`src/rtl/jt49_env_gen_if.sv`:
```
// Envelope generator bus: rate enable, period/shape
// register values, restart strobe and the level it returns.
interface jt49_env_gen_if #(
  parameter int PW = 16
);
  logic          cen;
  logic [PW-1:0] period;
  logic [3:0]    shape;
  logic          restart;
  logic [4:0]    env;
  logic          env_end;

  modport master (
    output cen,
    output period,
    output shape,
    output restart,
    input  env,
    input  env_end
  );

  modport slave (
    input  cen,
    input  period,
    input  shape,
    input  restart,
    output env,
    output env_end
  );
endinterface

```
`src/rtl/jt49_env_gen.sv`:
```
// AY-3-8910 style envelope: period prescaler, 32-step ramp
// and CONT/ATT/ALT/HOLD shape logic with restart on shape write.
module jt49_env_gen #(
  parameter int PW = 16
) (
  input logic            clk,
  input logic            rst_n,
  jt49_env_gen_if.slave  bus
);

  logic [PW-1:0] pcnt_q, pcnt_d;
  logic [PW-1:0] per_m1;
  logic [4:0]    step_q, step_d;
  logic [3:0]    shp_q, shp_d;
  logic          inv_q, inv_d;
  logic          hold_q, hold_d;
  logic          hlvl_q, hlvl_d;
  logic          tick;

  logic s_cont, s_att, s_alt, s_hold;
  assign s_cont = shp_q[3];
  assign s_att  = shp_q[2];
  assign s_alt  = shp_q[1];
  assign s_hold = shp_q[0];

  // period 0 is treated as period 1
  assign per_m1 = (bus.period == '0) ? '0
                : bus.period - PW'(1);
  assign tick   = bus.cen && (pcnt_q >= per_m1);

  always_comb begin
    pcnt_d = pcnt_q;
    step_d = step_q;
    shp_d  = shp_q;
    inv_d  = inv_q;
    hold_d = hold_q;
    hlvl_d = hlvl_q;
    if (bus.restart) begin
      pcnt_d = '0;
      step_d = '0;
      hold_d = 1'b0;
      shp_d  = bus.shape;
      inv_d  = bus.shape[2];
    end else if (bus.cen) begin
      pcnt_d = tick ? '0 : pcnt_q + PW'(1);
      if (tick && !hold_q) begin
        if (step_q != 5'd31) begin
          step_d = step_q + 5'd1;
        end else begin
          unique case (1'b1)
            !s_cont: begin
              hold_d = 1'b1;
              hlvl_d = 1'b0;
            end
            s_cont && s_hold: begin
              hold_d = 1'b1;
              hlvl_d = s_att ^ s_alt;
            end
            s_cont && !s_hold && s_alt: begin
              step_d = '0;
              inv_d  = ~inv_q;
            end
            default: begin
              step_d = '0;
            end
          endcase
        end
      end
    end
  end

  always_ff @(posedge clk or negedge rst_n) begin
    if (!rst_n) begin
      pcnt_q <= '0;
      step_q <= '0;
      shp_q  <= '0;
      inv_q  <= 1'b0;
      hold_q <= 1'b1;
      hlvl_q <= 1'b0;
    end else begin
      pcnt_q <= pcnt_d;
      step_q <= step_d;
      shp_q  <= shp_d;
      inv_q  <= inv_d;
      hold_q <= hold_d;
      hlvl_q <= hlvl_d;
    end
  end

  assign bus.env     = hold_q ? {5{hlvl_q}}
                     : (inv_q ? step_q : ~step_q);
  assign bus.env_end = hold_q;

endmodule

```
`src/flat_wrapper.sv`:
```
// flat-port wrapper written by rule: the top's interface ports become plain ports
module jt49_env_gen_flat 
#(
  parameter int PW = 16
)
  (clk, rst_n, bus_cen, bus_period, bus_shape, bus_restart, bus_env, bus_env_end);
  jt49_env_gen_if #(.PW(PW)) bus_i ();
  input logic clk;
  input logic rst_n;
  input wire logic [$bits(bus_i.cen)-1:0] bus_cen;
  input wire logic [$bits(bus_i.period)-1:0] bus_period;
  input wire logic [$bits(bus_i.shape)-1:0] bus_shape;
  input wire logic [$bits(bus_i.restart)-1:0] bus_restart;
  output wire logic [$bits(bus_i.env)-1:0] bus_env;
  output wire logic [$bits(bus_i.env_end)-1:0] bus_env_end;
  assign bus_i.cen = bus_cen;
  assign bus_i.period = bus_period;
  assign bus_i.shape = bus_shape;
  assign bus_i.restart = bus_restart;
  assign bus_env = bus_i.env;
  assign bus_env_end = bus_i.env_end;
  jt49_env_gen #(.PW(PW)) u_core (.clk(clk), .rst_n(rst_n), .bus(bus_i));
endmodule
```
`config.mk`:
```
export PLATFORM = sky130hd
export DESIGN_NAME = jt49_env_gen_flat
export DESIGN_NICKNAME = d
export VERILOG_FILES = /design/src/rtl/jt49_env_gen_if.sv /design/src/rtl/jt49_env_gen.sv /design/src/flat_wrapper.sv
export SDC_FILE = /design/constraint.sdc
export NUM_CORES = 1
export LEC_CHECK = 0
export BUFFER_PORTS_ARGS = -buffer_cell sky130_fd_sc_hd__buf_2
export CORE_MARGIN = 2
export CORE_UTILIZATION = 58
export DETAILED_ROUTE_END_ITERATION = 8
export MAX_ROUTING_LAYER = met4
export PLACE_DENSITY = 0.84
export SLEW_MARGIN = 25
export SYNTH_ARGS = -nofsm -noshare
export SYNTH_HDL_FRONTEND = slang
export SYNTH_SLANG_ARGS = --single-unit
export TNS_END_PERCENT = 10
```
`constraint.sdc`:
```
create_clock -name clk -period 2.8 [get_ports clk]
set_input_delay 0.28 -clock clk [delete_from_list [all_inputs] [get_ports clk]]
set_output_delay 0.28 -clock clk [all_outputs]
set_load 0.05 [all_outputs]
```
Word-level counts from Yosys, hierarchy flattened. Cells that the tools add are included. W data, S select, Z words.

Input port bits: 24. Logic and storage cells: 59. Output and inout bits: 6. Bits in registers: 28.

Bitwise gates (word level): 5. Add/sub/neg operators: 3. Multiplexer cells: 22. Equality and inequality tests: 3. $lt $le $gt $ge: 1. Reductions and logical operators: 19.

Operator list (count): $mux W16 (4); $mux W5 (7); $add A16 B1 Y16 const B (1); $ge A16 B16 Y1 (1); $logic_not A16 Y1 (1); $sub A16 B1 Y16 const B (1); $mux W1 (10); $reduce_bool A2 Y1 (5); $reduce_and A4 Y1 (2); $add A5 B1 Y5 const B (1); $logic_and A1 B1 Y1 (5); $ne A5 B5 Y1 const B (1); $not A5 Y5 (1); $reduce_and A5 Y1 (1); $logic_not A1 Y1 (3); $ne A3 B1 Y1 const B (1); $not A1 Y1 (3); $reduce_and A3 Y1 (1); $ne A2 B2 Y1 const B (1); $pmux W1 S2 (1); $reduce_or A2 Y1 (1); $xor A1 B1 Y1 (1).

Depth between registers and ports, before layout. Gate-level depths: netlist of the first run.

Depth after elaboration: 8. Gate-level depth with buffers: 15. Mapped depth without buffers: 14.

Least setup slack after synthesis of the first run. No wires, ideal clock.

Path type: input-to-reg. Start: input bus_period[4]. End: register u_core.hlvl_q. Library setup time: 0.125 ns. Path slack: -1.065 ns. Buffers on the path: 0. Data required time: 2.675 ns. Arrival time: 3.741 ns. Stages: 13. Cells stage by stage: or3_1 > or4_4 > or2_2 > nor4_1 > xor2_1 > nand2_1 > ha_1 > nand4_2 > nor3_2 > or4b_4 > and3_4 > nor4_1 > mux2_2.

Longest elaborated chain between the ends: 6. Elaborated cells between the ends (all ways): 7. Those cells by class: add/sub (1); order compare (1); mux (1); reduce/logical (4).

Ends and longest elaborated chain: start, declared (line flat_wrapper.sv:11) `input wire logic [$bits(bus_i.period)-1:0] bus_period;`; $sub A16 B1 Y16 or $logic_not A16 Y1 (tied branches) (line jt49_env_gen.sv:28, jt49_env_gen.sv:27); $mux W16 * (line jt49_env_gen.sv:27) `assign per_m1 = (bus.period == '0) ? '0`; $ge A16 B16 Y1 * (line jt49_env_gen.sv:29) `assign tick = bus.cen && (pcnt_q >= per_m1);`; $logic_and A1 B1 Y1 * (line jt49_env_gen.sv:29); $logic_and A1 B1 Y1 * (line jt49_env_gen.sv:46) `if (tick && !hold_q) begin`; $reduce_and A5 Y1 (no source line) *; end signal, assigned (line jt49_env_gen.sv:86) `hlvl_q <= hlvl_d;`; end, declared (line jt49_env_gen.sv:17) `logic hlvl_q, hlvl_d;`.

Every way passes the cells marked *; elsewhere a longest branch is shown, timed or not. A chain may end at the register's enable or synchronous reset.

Worst setup path after layout of the first run.
Start: input bus_period[4]. End: register u_core.step_q[0].

Longest elaborated chain between the ends: 7. Elaborated cells between the ends (all ways): 8. Those cells by class: add/sub (1); order compare (1); mux (1); reduce/logical (5).

Ends and longest elaborated chain: $sub A16 B1 Y16 or $logic_not A16 Y1 (tied branches) (line jt49_env_gen.sv:28, jt49_env_gen.sv:27); $mux W16 * (line jt49_env_gen.sv:27); $ge A16 B16 Y1 * (line jt49_env_gen.sv:29); $logic_and A1 B1 Y1 * (line jt49_env_gen.sv:29); $logic_and A1 B1 Y1 * (line jt49_env_gen.sv:46); $reduce_bool A2 Y1 (no source line) *; $reduce_and A3 Y1 (no source line) *; end signal, assigned (line jt49_env_gen.sv:82) `step_q <= step_d;`; end, declared (line jt49_env_gen.sv:13) `logic [4:0] step_q, step_d;`.

Marks and branches as above.

==> impl_results.md, run 1 <==
* Setup slack after layout at -741 ps
* Final setup fails at 24
* Clk slew on worst S/H paths at around 100 ps
* Highest routed layer: met4
* DR vias/cell at 5.81
* Max clock buf depth at 2
* Final TNS setup at -14,480 ps
* Placed Instance Area at 2720 sq um
* Post-synthesis compound-gate area fraction at about 15%
* Largest family of logic cells by synthesized area: simple AND/OR/NAND/NOR gates
* Switch Pwr at 0.000261 W
* First-pass GRT wire length at about 9000 um
* Worst Setup SP: bus_period[4]
* H-tree levels at 1
* GRT Util Overall at 26.7%
* Flip-flop and latch area at between 700 and 800 sq um
* Simple-Gate Fraction of Synth Area at roughly a quarter
* Adder-Cell Fraction of Synth Area at between 10% and 20%
* EDFF count, synth at 0
* Share of layout cells above drive strength 1 at 32.3%
* Yosys warns at 0
* Req. time, crit path at 3000 ps
* Worst-skew pair later-pin latency at approximately 280 ps
* Syn_area_per_cell at between 8 and 9 sq um
* I/O pin total at 30
* Initial antenna violation count at 0
* DR WL met2 at ~2700 um
* Slew Viols, Final at 0
* Data arrival, critical path at 3740 ps
* DRC at 0
* Yosys cell types at 51
* P_leak at approximately 1.4 nW
* Remaining global-route overflow at 0
* Layout Cell Area excl Fill at between 2000 and 3000 sq um
* Mux contribution to synthesized area at 3.83%
* Peak VDD IR at 0.187 mV
* Pin count of the biggest net entering global routing at 29
* Post-synth top flop: dfrtp_1
* CTS root buf: clkbuf_8
* Most common cell after layout, fill and taps aside: buf_4
* Max-cap violations at 0
* Register area share after synthesis at 31.1%
* Core region area at 3690 sq um
* DRT iter0 DRCs at 92
* Worst R2R Start: u_core.pcnt_q[0]
* Hold buffers post-CTS at 0
* Ant. Diodes at 0
* Number of routed nets with antenna violations at 0
* Logic pwr share at ~22%
* Commonest non-fill, non-tap cells in the layout: 36 x buf_4, 33 x nand2_1, 28 x buf_2
* CTS tree: built
* Yosys top cell area share at 30.0%
* Worst Clk Skew at 8.42 ps
* Mapped Cells at 262
* Final WL at 5100 um
* Yosys reg bits at 28
* # clock sinks at 28
* Status: finished, violations left
* FMAX at 282 MHz
* Met1 Wirelength at 2200 um
* Final core occ at 78.9%
* Die width at between 60 and 70 um
* Metal3 WL at roughly 130 um
* Sequential power share at 44.2%
* RSZ-0062 raised after global routing: true
* Final #Nets at 368
* Switching part of the total at 27.1%
* Post-Syn Area at 2260 sq um
* Crit Path Max Fanout at 6
* Int Power at 0.000700 W
* Final HPWL DP at 3970 um
* Multi-input logic area at around 1600 sq um
* Final Hold Viols at 6
* Chip height at 66.4 um
* Synth async-reset ratio at 100%
* TritonCTS Buffers at 3
* Vias in the first global route at 2,177
* Setup crit end kind: register
* WHS at -3.77 ps
* Slew margin rel. at 40.3%
* Detailed-route via count at 2,151
* Critical setup path kind: in -> reg
* Gpl congestion at 0.812
* Cell taking the most area after synthesis: dfrtp_1
* Layout overhead on the synthesized area at 29.1%
* I/O Buffers at 29
* Synth area leaders: dfrtp_1 30%, ha_1 12%, xor2_1 5.8%
* R2r worst-path depth at 9
* Hold WC Path Type: in -> async
* Clock power frac at 33.6%
* Die area at 4400 sq um
* Final Cycle Share at 126%
* Filler instances at 253
* Row count at 22
* P per Cell Area at about 330 nW/um^2
* Worst Tran Pin Value at 892 ps
* Startpoint Class: input port
* Failing checks: negative hold slack, negative setup slack
* Tmin final at 3540 ps
* DRT Pass-1 Iters at 4
* Avg WL per Cell at 13.8 um
* Post-Synth XOR/XNOR Area at 7.76%
* Synthesized net count at 307
* Initial cell density of the core at 61.2%
## power groups by stage
stage          logic (W)  registers [W]  clock network, W
3_5_place_dp    0.000200       0.000433                 0
3_3_place_gp    0.000192       0.000432                 0
6_report        0.000212       0.000425          0.000323
4_1_cts         0.000209       0.000425          0.000321
5_1_grt         0.000235       0.000427          0.000340
2_1_floorplan   0.000115       0.000427                 0
## metrics by stage
stage | hold WS, ps | power [W] | setup WS, ps | instances
floorplan | -15.6 | 0.000542 | -908 | 262
global placement | 332 | 0.000624 | -1130 | 364
detailed placement | 335 | 0.000633 | -1190 | 364
CTS | 30.6 | 0.000955 | -733 | 370
global route | 47.7 | 0.00100 | -903 | 370
finish | -3.77 | 0.000961 | -741 | 370
## final timing paths
path / end / slack, ps
worst max-delay path: u_core.step_q[0] / -740
worst min-delay path: u_core.pcnt_q[0] / -4
worst max register to register: u_core.step_q[0] / 290
worst min register to register: u_core.hlvl_q / 540
max in group asynchronous: u_core.inv_q / 2390
min in group clk: u_core.shp_q[1] / 230
## per-layer routing
metal | vias up | global-route usage (%)
met2 | 52 | 49.5
met5 | - | -
li1 | 1069 | -
met1 | 1022 | 30.7
met4 | 0 | 7.65
met3 | 8 | 1.87
## layout make-up
type	count	area share (%)
Multi-Input combinational cell	213	55.4
Tap cell	48	2.06
Sequential cell	28	24.1
Inverter	12	1.55
Clock inverter	1	1.03
Timing Repair Buffer	65	14.5
Clock buffer	3	1.42
## flip-flops by register name (all words and copies together) (netlist names)
signal	cells
u_core.hlvl_q	1
u_core.inv_q	1
u_core.step_q	5
u_core.pcnt_q	16
u_core.bus.env_end	1
u_core.shp_q	4
## worst max-delay path, stage by stage
cell and delay, ps:
buf_6 90, or3_4 380, or4_4 430, or2_4 290
nor4_4 140, xor2_1 160, nand2_1 110, ha_4 290
nand4_4 110, nor3_4 130, or4b_4 530, and3_4 190
or4_4 440, o22ai_2 150
## kinds of logic (layout without fill, tap and decap cells)
logic type	Yosys count	in the layout
and+or+nand+nor	110	110
muxes	8	8
adders and majority gates	21	21
AOI/OAI and AO/OA	54	54
xor gates and xnor gates	20	20
buffers and inverters	21	81
DFF	28	28
## cells in the mapped netlist (6+ instances only)
library cell / number
or3_1: 8
nand3_1: 10
o21ai_0: 16
inv_1: 12
a21oi_1: 13
xor2_1: 15
and3_1: 6
dfrtp_1: 27
clkbuf_1: 7
nand2_1: 33
ha_1: 21
nor4_1: 6
nor2_1: 15
## what timing repair did
item	CTS	global route
setup endpoints to repair	24	24
resized for setup	12	10
pin swaps	8	4
buffers inserted	2	0
hold endpoints to repair	0	0
Power figures use the tool's default switching activity.
==> run 2: changes to the inputs <==
Settings changed: CORE_ASPECT_RATIO set to 0.5.
==> run 2 against run 1 <==
Effect of this change: the run ends with negative setup slack left; critical endpoint is now u_core.hlvl_q; sequential power about the same; clock skew is 6.2 ps lower; routed wire length increased by 11%; clock power is essentially flat; die area up 0.69%; critical path type unchanged; design area decreased by 1.2%; sequential share of layout area increased by 0.30 points; non-clock buffer count unchanged.
==> impl_results.md, run 2 (same netlist as run 1, synthesis figures left out) <==
* Max-cap violations at 0
* Crit Path Max Fanout at 5
* Initial antenna violation count at 0
* P_leak at 1.38 nW
* Final HPWL DP at around 4300 um
* Layout overhead on the synthesized area at 27.5%
* Met1 Wirelength at 2380 um
* Setup slack after layout at -790 ps
* Clock power frac at 33.6%
* DRT Pass-1 Iters at 5
* Chip height at 48.1 um
* Slew margin rel. at 46.5%
* Largest register by flop count: u_core.pcnt_q
* Slew Viols, Final at 0
* PnR Total Power at 0.000960 W
* I/O Buffers at 29
* Startpoint Class: input port
* Metal3 WL at 302 um
* CTS root buf: clkbuf_8
* Max reg flops at 16
* Hold buffers post-CTS at 0
* Remaining global-route overflow at 0
* Die width at about 92 um
* Core region area at 3580 sq um
* Critical setup path kind: in -> reg
* Vias in the first global route at 2,102
* TritonCTS Buffers at 3
* Detailed-route via count at approximately 2,300
* Filler instances at 246
* Worst Tran Pin Value at between 800 and 900 ps
* Final core occ at between 80% and 90%
* Switch Pwr at 0.000262 W
* Avg WL per Cell at 15.1 um
* Max incr delay on CP at 530 ps
* Status: finished, violations left
* DR vias/cell at 6.03
* Clk slew on worst S/H paths at approximately 100 ps
* Worst Clk Skew at 2.24 ps
* Crit-path slowest cell: or4b_4
* Row count at 15
* Setup crit end kind: register
* Share of layout cells above drive strength 1 at 31.1%
* Max clock buf depth at 2
* CTS tree: built
* Highest routed layer: met4
* Die area at 4430 sq um
* DRT iter0 DRCs at 166
* Sequential power share at 44.3%
* Number of routed nets with antenna violations at 0
* Peak VDD IR at 0.183 mV
* Switching part of the total at 27.3%
* Worst-skew pair later-pin latency at 270 ps
* Place WS at -1210 ps
* Int Power at between 0.0006 and 0.0007 W
* Most common cell after layout, fill and taps aside: buf_4
* Final Cycle Share at 128%
* GRT Util Overall at ~28%
* First-pass GRT wire length at 9260 um
* RSZ-0062 raised after global routing: true
* Req. time, crit path at between 2000 and 3000 ps
* DRC at 0
* Tmin final at 3590 ps
* Failing checks: negative setup slack
* Logic pwr share at 22.1%
* Ant. Diodes at 0
* WHS at 2.05 ps
* Final #Nets at 368
* Final WL at 5640 um
* Final setup fails at 24
* I/O pin total at 30
* H-tree levels at 1
* FMAX at 279 MHz
* Commonest non-fill, non-tap cells in the layout: 36 x buf_4, 32 x nand2_1, 27 x buf_2, 27 x dfrtp_1, 20 x ha_1
* Data arrival, critical path at 3760 ps
* Gpl congestion at 0.829
* Crit-path cells: buf_6 > or3_4 > or4_4 > or2_4 > nor2_1 > xor2_1 > nand2_1 > ha_1 > nand2_2 > nor3_4 > or4b_4 > and3_4 > nor4_2 > mux2_2
* Final Hold Viols at 0
* Hold WC Path Type: in -> async
* Initial cell density of the core at 62.9%
* Regs by FF count: u_core.pcnt_q (16), u_core.step_q (5), u_core.shp_q (4)
* # clock sinks at 28
* DR WL met2 at 2850 um
* Multi-input logic area at 1570 sq um
* Flip-flop and latch area at 702 sq um
* Pin count of the biggest net entering global routing at 29
* P per Cell Area at 334 nW/um^2
## run 2: changes by cell type in the layout (fill, tap and decap cells not counted), moves of 2 or more
cell	previous run	this run
nor4_4	4	2
o311ai_0	0	3
o311ai_1	3	0
o21ai_1	1	3
## run 2: stage by stage
stage | setup TNS [ps] | cell area [sq um] | cells
after detailed placement | -24680 | 2720 | 366
after global routing | -19500 | 2880 | 373
final | -15300 | 2880 | 373
after global placement | -20740 | 2720 | 366
after CTS | -15290 | 2860 | 372
after floorplan | -18420 | 2300 | 262
## run 2: cell type report
class | instances | area share (%)
multi-input cells | 213 | 54.4
inverters | 12 | 1.57
repair buffers | 65 | 14.9
well taps | 51 | 2.22
flip-flops and latches | 28 | 24.4
clock buffers | 3 | 1.44
clock inverters | 1 | 1.04
## run 2: power groups by stage
| stage | clock, W | combinational [W] | sequential, W |
|---|---|---|---|
| 2_1_floorplan | 0 | 0.000115 | 0.000427 |
| 3_3_place_gp | 0 | 0.000189 | 0.000432 |
| 3_5_place_dp | 0 | 0.000199 | 0.000433 |
| 4_1_cts | 0.000320 | 0.000207 | 0.000425 |
| 5_1_grt | 0.000337 | 0.000230 | 0.000427 |
| 6_report | 0.000323 | 0.000212 | 0.000425 |
## run 2: timing repair
action                                  in CTS  in global routing
resized for setup                           12                  2
pin swaps                                    9                  0
setup buffers                                2                  1
endpoints found under the setup margin      24                 24
## run 2: worst max-delay path: cells and delay by family
family	cells	cell delay, ps
AND/OR/NAND/NOR	10	2570
multiplexers	1	360
adder cells (fa/ha/maj)	1	310
XOR/XNOR	1	150
buffers and inverters	1	90
## run 2: metal layers
layer / track usage, % / vias up
met1: 31.1 / 1072
met5: - / -
li1: - / 1069
met4: 8.36 / 0
met3: 3.71 / 16
met2: 55.4 / 93
## run 2: worst paths after layout
kind	slack [ps]	to	depth (start not counted)	startpoint
max in group asynchronous	2400	u_core.step_q[1]	1	rst_n
worst min-delay path	2	u_core.pcnt_q[0]	1	rst_n
min in group clk	210	u_core.shp_q[0]	3	bus_shape[0]
worst max register to register	230	u_core.hlvl_q	9	u_core.pcnt_q[0]
worst max-delay path	-790	u_core.hlvl_q	14	bus_period[4]
worst min register to register	540	u_core.pcnt_q[0]	1	u_core.pcnt_q[0]
